[config.mk]
export PLATFORM = sky130hd
export DESIGN_NAME = multicycle_ctrl
export DESIGN_NICKNAME = d
export VERILOG_FILES = /design/src/rtl/mc_pkg.sv /design/src/rtl/mc_out_decode.sv /design/src/rtl/multicycle_ctrl.sv
export SDC_FILE = /design/constraint.sdc
export NUM_CORES = 1
export LEC_CHECK = 0
export BUFFER_PORTS_ARGS = -buffer_cell sky130_fd_sc_hd__buf_2
export CORE_MARGIN = 2
export CORE_UTILIZATION = 47
export CTS_BUF_LIST = sky130_fd_sc_hd__clkbuf_4 sky130_fd_sc_hd__clkbuf_8
export DETAILED_ROUTE_END_ITERATION = 7
export GPL_TIMING_DRIVEN = 0
export HOLD_SLACK_MARGIN = 0.12
export PLACE_DENSITY = 0.78
export SLEW_MARGIN = 20
export SYNTH_ARGS = -nofsm -noshare
export SYNTH_HDL_FRONTEND = slang
export SYNTH_SLANG_ARGS = --single-unit
[constraint.sdc]
create_clock -name clk -period 2.5 [get_ports clk]
set_input_delay 0.375 -clock clk [delete_from_list [all_inputs] [get_ports clk]]
set_output_delay 0.375 -clock clk [all_outputs]
set_load 0.02 [all_outputs]
[src/rtl/mc_pkg.sv]
// Shared types for the multicycle controller: state encoding, opcodes,
// datapath select encodings and the bundled control-strobe struct.
package mc_pkg;

    typedef enum logic [3:0] {
        IDLE   = 4'd0,
        FETCH  = 4'd1,
        DECODE = 4'd2,
        MEMADR = 4'd3,
        MEMRD  = 4'd4,
        MEMWB  = 4'd5,
        MEMWR  = 4'd6,
        REX    = 4'd7,
        RWB    = 4'd8,
        IEX    = 4'd9,
        IWB    = 4'd10,
        BEQ    = 4'd11,
        JMP    = 4'd12,
        TRAP   = 4'd13
    } state_t;

    localparam logic [5:0] OP_RTYPE = 6'b000000;
    localparam logic [5:0] OP_ADDI  = 6'b001000;
    localparam logic [5:0] OP_LI    = 6'b100111;
    localparam logic [5:0] OP_LW    = 6'b100011;
    localparam logic [5:0] OP_SW    = 6'b101011;
    localparam logic [5:0] OP_BEQ   = 6'b000100;
    localparam logic [5:0] OP_J     = 6'b000010;

    localparam logic [1:0] ALUOP_ADD   = 2'b00;
    localparam logic [1:0] ALUOP_SUB   = 2'b01;
    localparam logic [1:0] ALUOP_FUNCT = 2'b10;

    localparam logic [1:0] SRCB_REG    = 2'b00;
    localparam logic [1:0] SRCB_FOUR   = 2'b01;
    localparam logic [1:0] SRCB_IMM    = 2'b10;
    localparam logic [1:0] SRCB_BRANCH = 2'b11;

    localparam logic [1:0] PCSRC_ALU    = 2'b00;
    localparam logic [1:0] PCSRC_ALUOUT = 2'b01;
    localparam logic [1:0] PCSRC_JUMP   = 2'b10;

    typedef struct packed {
        logic       pc_write;
        logic       pc_write_cond;
        logic       iord;
        logic       mem_read;
        logic       mem_write;
        logic       ir_write;
        logic       mem_to_reg;
        logic       reg_dst;
        logic       reg_write;
        logic       alu_src_a;
        logic [1:0] alu_src_b;
        logic [1:0] alu_op;
        logic [1:0] pc_source;
    } ctrl_t;

    // Final state of every legal instruction; leaving it retires the instruction.
    function automatic logic is_retire_state(input state_t s);
        return (s == MEMWB) || (s == MEMWR) || (s == RWB) ||
               (s == IWB)   || (s == BEQ)   || (s == JMP);
    endfunction

    function automatic logic is_mem_state(input state_t s);
        return (s == FETCH) || (s == MEMRD) || (s == MEMWR);
    endfunction

endpackage

[src/rtl/mc_out_decode.sv]
// Moore output decode: control strobes and selects from the current state.
// fetch_go gates the FETCH-cycle PC/IR writes while memory has not completed.
module mc_out_decode
    import mc_pkg::*;
(
    input  state_t state,
    input  logic   fetch_go,
    output ctrl_t  ctrl,
    output logic   illegal
);

    always_comb begin
        ctrl    = '0;
        illegal = 1'b0;
        case (state)
            FETCH: begin
                ctrl.mem_read  = 1'b1;
                ctrl.ir_write  = fetch_go;
                ctrl.pc_write  = fetch_go;
                ctrl.alu_src_b = SRCB_FOUR;
                ctrl.alu_op    = ALUOP_ADD;
                ctrl.pc_source = PCSRC_ALU;
            end
            DECODE: begin
                ctrl.alu_src_b = SRCB_BRANCH;
                ctrl.alu_op    = ALUOP_ADD;
            end
            MEMADR: begin
                ctrl.alu_src_a = 1'b1;
                ctrl.alu_src_b = SRCB_IMM;
            end
            MEMRD: begin
                ctrl.mem_read = 1'b1;
                ctrl.iord     = 1'b1;
            end
            MEMWB: begin
                ctrl.reg_write  = 1'b1;
                ctrl.mem_to_reg = 1'b1;
            end
            MEMWR: begin
                ctrl.mem_write = 1'b1;
                ctrl.iord      = 1'b1;
            end
            REX: begin
                ctrl.alu_src_a = 1'b1;
                ctrl.alu_src_b = SRCB_REG;
                ctrl.alu_op    = ALUOP_FUNCT;
            end
            RWB: begin
                ctrl.reg_write = 1'b1;
                ctrl.reg_dst   = 1'b1;
            end
            IEX: begin
                ctrl.alu_src_a = 1'b1;
                ctrl.alu_src_b = SRCB_IMM;
                ctrl.alu_op    = ALUOP_ADD;
            end
            IWB: begin
                ctrl.reg_write = 1'b1;
            end
            // Branch target was computed in DECODE; the datapath qualifies with zero.
            BEQ: begin
                ctrl.alu_src_a     = 1'b1;
                ctrl.alu_src_b     = SRCB_REG;
                ctrl.alu_op        = ALUOP_SUB;
                ctrl.pc_write_cond = 1'b1;
                ctrl.pc_source     = PCSRC_ALUOUT;
            end
            JMP: begin
                ctrl.pc_write  = 1'b1;
                ctrl.pc_source = PCSRC_JUMP;
            end
            TRAP: begin
                illegal = 1'b1;
            end
            default: ;
        endcase
    end

endmodule

[src/rtl/multicycle_ctrl.sv]
// Multicycle MIPS-style controller: next-state logic and retired counter.
// Define MEM_HANDSHAKE_EN to stall FETCH/MEMRD/MEMWR until mem_ready=1.
module multicycle_ctrl
    import mc_pkg::*;
#(
    parameter int CNT_W = 32
) (
    input  logic             clk,
    input  logic             rst_n,
    input  logic [5:0]       opcode,
    input  logic             zero,
    input  logic             mem_ready,
    output logic             PCWrite,
    output logic             PCWriteCond,
    output logic             IorD,
    output logic             MemRead,
    output logic             MemWrite,
    output logic             IRWrite,
    output logic             MemtoReg,
    output logic             RegDst,
    output logic             RegWrite,
    output logic             ALUSrcA,
    output logic [1:0]       ALUSrcB,
    output logic [1:0]       ALUOp,
    output logic [1:0]       PCSource,
    output logic [3:0]       state_o,
    output logic             illegal,
    output logic [CNT_W-1:0] retired
);

    // state  | meaning
    // IDLE   | post-reset, one cycle    FETCH  | read instr, PC+4
    // DECODE | opcode dispatch          MEMADR | lw/sw address
    // MEMRD  | load read                MEMWB  | load writeback
    // MEMWR  | store write              REX    | R-type execute
    // RWB    | R-type writeback         IEX    | immediate execute
    // IWB    | immediate writeback      BEQ    | branch compare
    // JMP    | jump                     TRAP   | illegal opcode, absorbing

    state_t            state_q, state_d;
    logic [CNT_W-1:0]  retired_q;
    logic              advance;
    logic              fetch_go;
    logic              retire_now;
    ctrl_t             ctrl;

`ifdef MEM_HANDSHAKE_EN
    assign advance  = mem_ready || !is_mem_state(state_q);
    assign fetch_go = mem_ready;
`else
    logic unused_mem_ready;
    assign unused_mem_ready = mem_ready;
    assign advance  = 1'b1;
    assign fetch_go = 1'b1;
`endif

    // zero only qualifies the PC write in the datapath; the sequence ignores it.
    logic unused_zero;
    assign unused_zero = zero;

    always_comb begin
        state_d = state_q;
        case (state_q)
            IDLE:   state_d = FETCH;
            FETCH:  state_d = DECODE;
            DECODE: begin
                case (opcode)
                    OP_RTYPE:      state_d = REX;
                    OP_ADDI, OP_LI: state_d = IEX;
                    OP_LW, OP_SW:  state_d = MEMADR;
                    OP_BEQ:        state_d = BEQ;
                    OP_J:          state_d = JMP;
                    default:       state_d = TRAP;
                endcase
            end
            MEMADR: state_d = (opcode == OP_SW) ? MEMWR : MEMRD;
            MEMRD:  state_d = MEMWB;
            REX:    state_d = RWB;
            IEX:    state_d = IWB;
            MEMWB, MEMWR, RWB, IWB, BEQ, JMP: state_d = FETCH;
            TRAP:   state_d = TRAP;
            default: state_d = TRAP;
        endcase
        if (!advance) state_d = state_q;
    end

    assign retire_now = advance && is_retire_state(state_q);

    always_ff @(posedge clk or negedge rst_n) begin
        if (!rst_n) begin
            state_q   <= IDLE;
            retired_q <= '0;
        end else begin
            state_q   <= state_d;
            retired_q <= retired_q + CNT_W'(retire_now);
        end
    end

    mc_out_decode u_out_decode (
        .state    (state_q),
        .fetch_go (fetch_go),
        .ctrl     (ctrl),
        .illegal  (illegal)
    );

    assign PCWrite     = ctrl.pc_write;
    assign PCWriteCond = ctrl.pc_write_cond;
    assign IorD        = ctrl.iord;
    assign MemRead     = ctrl.mem_read;
    assign MemWrite    = ctrl.mem_write;
    assign IRWrite     = ctrl.ir_write;
    assign MemtoReg    = ctrl.mem_to_reg;
    assign RegDst      = ctrl.reg_dst;
    assign RegWrite    = ctrl.reg_write;
    assign ALUSrcA     = ctrl.alu_src_a;
    assign ALUSrcB     = ctrl.alu_src_b;
    assign ALUOp       = ctrl.alu_op;
    assign PCSource    = ctrl.pc_source;
    assign state_o     = state_q;
    assign retired     = retired_q;

endmodule

==> results by group <==
Synth
  • Synth area leaders: dfrtp_1 47%, xnor2_1 11%, nand3_1 4.2%, nand4_1 3.3%, nand2_1 3.1%
  • Mapped cell area: approximately 1900 sq um
  • Top cell type's share of synthesized area: 46.9%
  • Synthesis warning total: 0
  • Syn Area/Cell: 9.90 sq um
  • Post-Syn Nets: 207
  • Netlist cell types: 33
  • Sequential share of the synthesized area: between 40% and 50%
  • Post-Synthesis Cells: 194
  • #FFs+latches synth: 36
  • Main synth FF type: dfrtp_1
  • Async SR Flop Fraction: 100%
  • Yosys top cell by area: dfrtp_1
  • EDFF count, synth: 0

Power and ir drop
  • Sw Pwr: 0.910 mW
  • Comb pwr share: between 40% and 50%
  • Sw Share: between 40% and 50%
  • Int Pwr: 1.31 mW
  • Max IR drop VDD: 0.000891 V
  • Power share of the clock group: between 10% and 20%
  • Sequential power share: around a third
  • P_leak: 1.29 nW
  • Pwr Total: approximately 2.2 mW
  • Pwr/cell area: 893 nW/um^2

Placed design
  • GPL Wtd Cong: 0.844
  • Pre-CTS WS: -0.175 ns
  • I/O Buffers: 60
  • Dpl hpwl: between 2000 and 3000 microns

Run status
  • Status: complete, no violations

Global route
  • Largest net degree at the start of global routing: 37
  • Antenna violations before repair: 0
  • Gr usage total: about a fifth
  • Grt ovf: 0
  • Vias in the first global route: 1411
  • First-pass GRT wire length: between 6000 and 7000 microns

Timing
  • Fmax achieved: 419 MHz
  • Clock Skews: 0.00317 ns
  • Final hold violation count: 0
  • Setup Viol. Count Final: 0
  • WHS: 0.165 ns
  • Fin worst setup slack: 0.112 ns
  • Fin. max-slew vios: 0
  • Final worst path period share: ~96%
  • Worst Tran Pin Value: about 0.78 ns
  • Min Tclk post-route: 2.39 ns
  • Slew Limit Headroom: 48.3%

Final layout
  • N_diodes: 0
  • Final nets: 278
  • Area growth from synthesis to final layout: 29.7%
  • Fin util: 62.7%
  • Ratio of cells with drive above 1 in the final layout: 36.8%

Clock tree
  • CTS max path bufs: 2
  • CTS tree: yes
  • Worst-Skew Late Latency: 0.28 ns
  • CTS H-tree depth: 2
  • Sinks on Clock Net: 36
  • Root Driver: clkbuf_8
  • Reg clk slew, reported paths: 0.07 ns
  • Total CTS buffers: 5

Routing
  • ANT nets after route: 0
  • Routed wire per std cell: 13.9 microns
  • Iter 0 DRT Violations: 105
  • Total wire length: 4400 microns
  • Detailed Routing Iterations Pass 1: 4
  • Vias: approximately 1700
  • Vias/cell: 5.41
  • Drt drc: 0

Critical path
  • Crit-path max FO: 10
  • Kind of critical path: reg -> reg
  • Arrival @ worst endpoint: 2.56 ns
  • CP required: roughly 2.7 ns
  • Setup crit end kind: register
  • Critical Path Source Type: register

Die
  • Die Wd: around 68 microns
  • Die Span Y: 67.9 microns
  • Core Area: 3970 sq um
  • Initial Utilization: about half
  • Number of top-level pins: 63
  • Die area: ~4600 sq um
  • Site row count: 23

Job
  • Maxcap violations: 0

Worst hold path
  • Hold Path Class: in -> async
==> final cells by class <==
class / instances / area (sq um)
buffer: 9 / 81.3
clock buffer: 8 / 97.6
fill: 339 / 1480
inverter: 2 / 7.51
multi-input combinational: 146 / 1000
sequential: 36 / 903
tap: 50 / 62.6
timing repair buffer: 65 / 338
==> critical path: stages (launching register included) <==
cell,delay (ns)
dfrtp_2,0.42
buf_8,0.14
nor2b_4,0.16
a21oi_1,0.09
o21ai_2,0.16
ha_2,0.19
ha_2,0.19
and4_1,0.21
buf_6,0.13
nor4b_4,0.26
nand4_1,0.15
xnor2_1,0.16
==> cells by family (layout without fill, tap and decap cells) <==
group | Yosys count | in the layout | share of synthesized area (%)
compound gates | 20 | 20 | 6.19
simple gates | 92 | 92 | 27.7
buf+inv | 12 | 84 | 3.13
flops | 36 | 36 | 46.9
xor+xnor | 31 | 31 | 14.1
fa+ha+maj | 3 | 3 | 1.95
==> routing by layer <==
metal  track usage, %  routed length (microns)
met1             24.8                     1860
met2             29.9                     2150
met3             5.26                      351
met4             6.00                       46
met5                0                        0
==> flip-flops by register name, indices dropped and copies added (netlist names) <==
name	cells
state_o	4
retired	32
==> metrics by stage <==
stage,setup TNS (ns),std cells,instance area [sq um]
finish,0,316,2490
global route,-0.0221,316,2490
floorplan,0,194,1940
global placement,-0.400,304,2310
CTS,0,312,2430
detailed placement,-0.478,304,2310
==> Yosys cell counts, types with 2 or more instances <==
cell type  number
xor2_1          6
nand4_1        10
buf_4           2
nand2b_1        6
nor3_1          6
nand2_1        16
o21ai_0         6
and4_1          2
nor2b_1         3
dfrtp_1        36
xnor2_1        25
and3_1          7
clkbuf_1        7
nand3_1        16
and2_1          2
a21oi_1         8
inv_1           2
o311ai_0        2
or2_2           2
nor2_1         14
nor4_1          2
ha_1            3
==> power groups by stage <==
stage | clock, mW | sequential (mW) | combinational, mW
finish | 0.444 | 0.766 | 1.01
global route | 0.474 | 0.781 | 1.10
CTS | 0.449 | 0.743 | 0.935
detailed placement | 0 | 0.752 | 0.901
global placement | 0 | 0.750 | 0.888
floorplan | 0 | 0.826 | 0.543
==> what timing repair did <==
item	4_1_cts	5_1_grt
gates resized for setup	8	17
hold endpoints to repair	0	0
cloned	0	0
endpoints found under the setup margin	7	12
hold buffers	0	0
buffers inserted	0	5
pin swaps	0	4
==> cells in the final DEF (no fill, tap or decap), types with 7 or more instances in the layout <==
cell / instances
and3_1: 7
nand4_1: 10
nand3_1: 16
xnor2_1: 25
a21oi_1: 8
buf_2: 61
nand2_1: 16
buf_4: 8
nor2_1: 13
dfrtp_1: 34
==> final timing paths <==
kind / from / to / slack (ns) / cells past startpoint
worst min-delay path: rst_n / retired[19] / 0.17 / 1
worst max register to register: state_o[2] / retired[28] / 0.11 / 11
worst min register to register: retired[28] / retired[28] / 0.48 / 1
max in group asynchronous: rst_n / state_o[1] / 1.79 / 1
worst max-delay path: state_o[2] / retired[28] / 0.11 / 11
min in group clk: opcode[4] / state_o[1] / 0.41 / 4
Power figures use the tool's default switching activity.
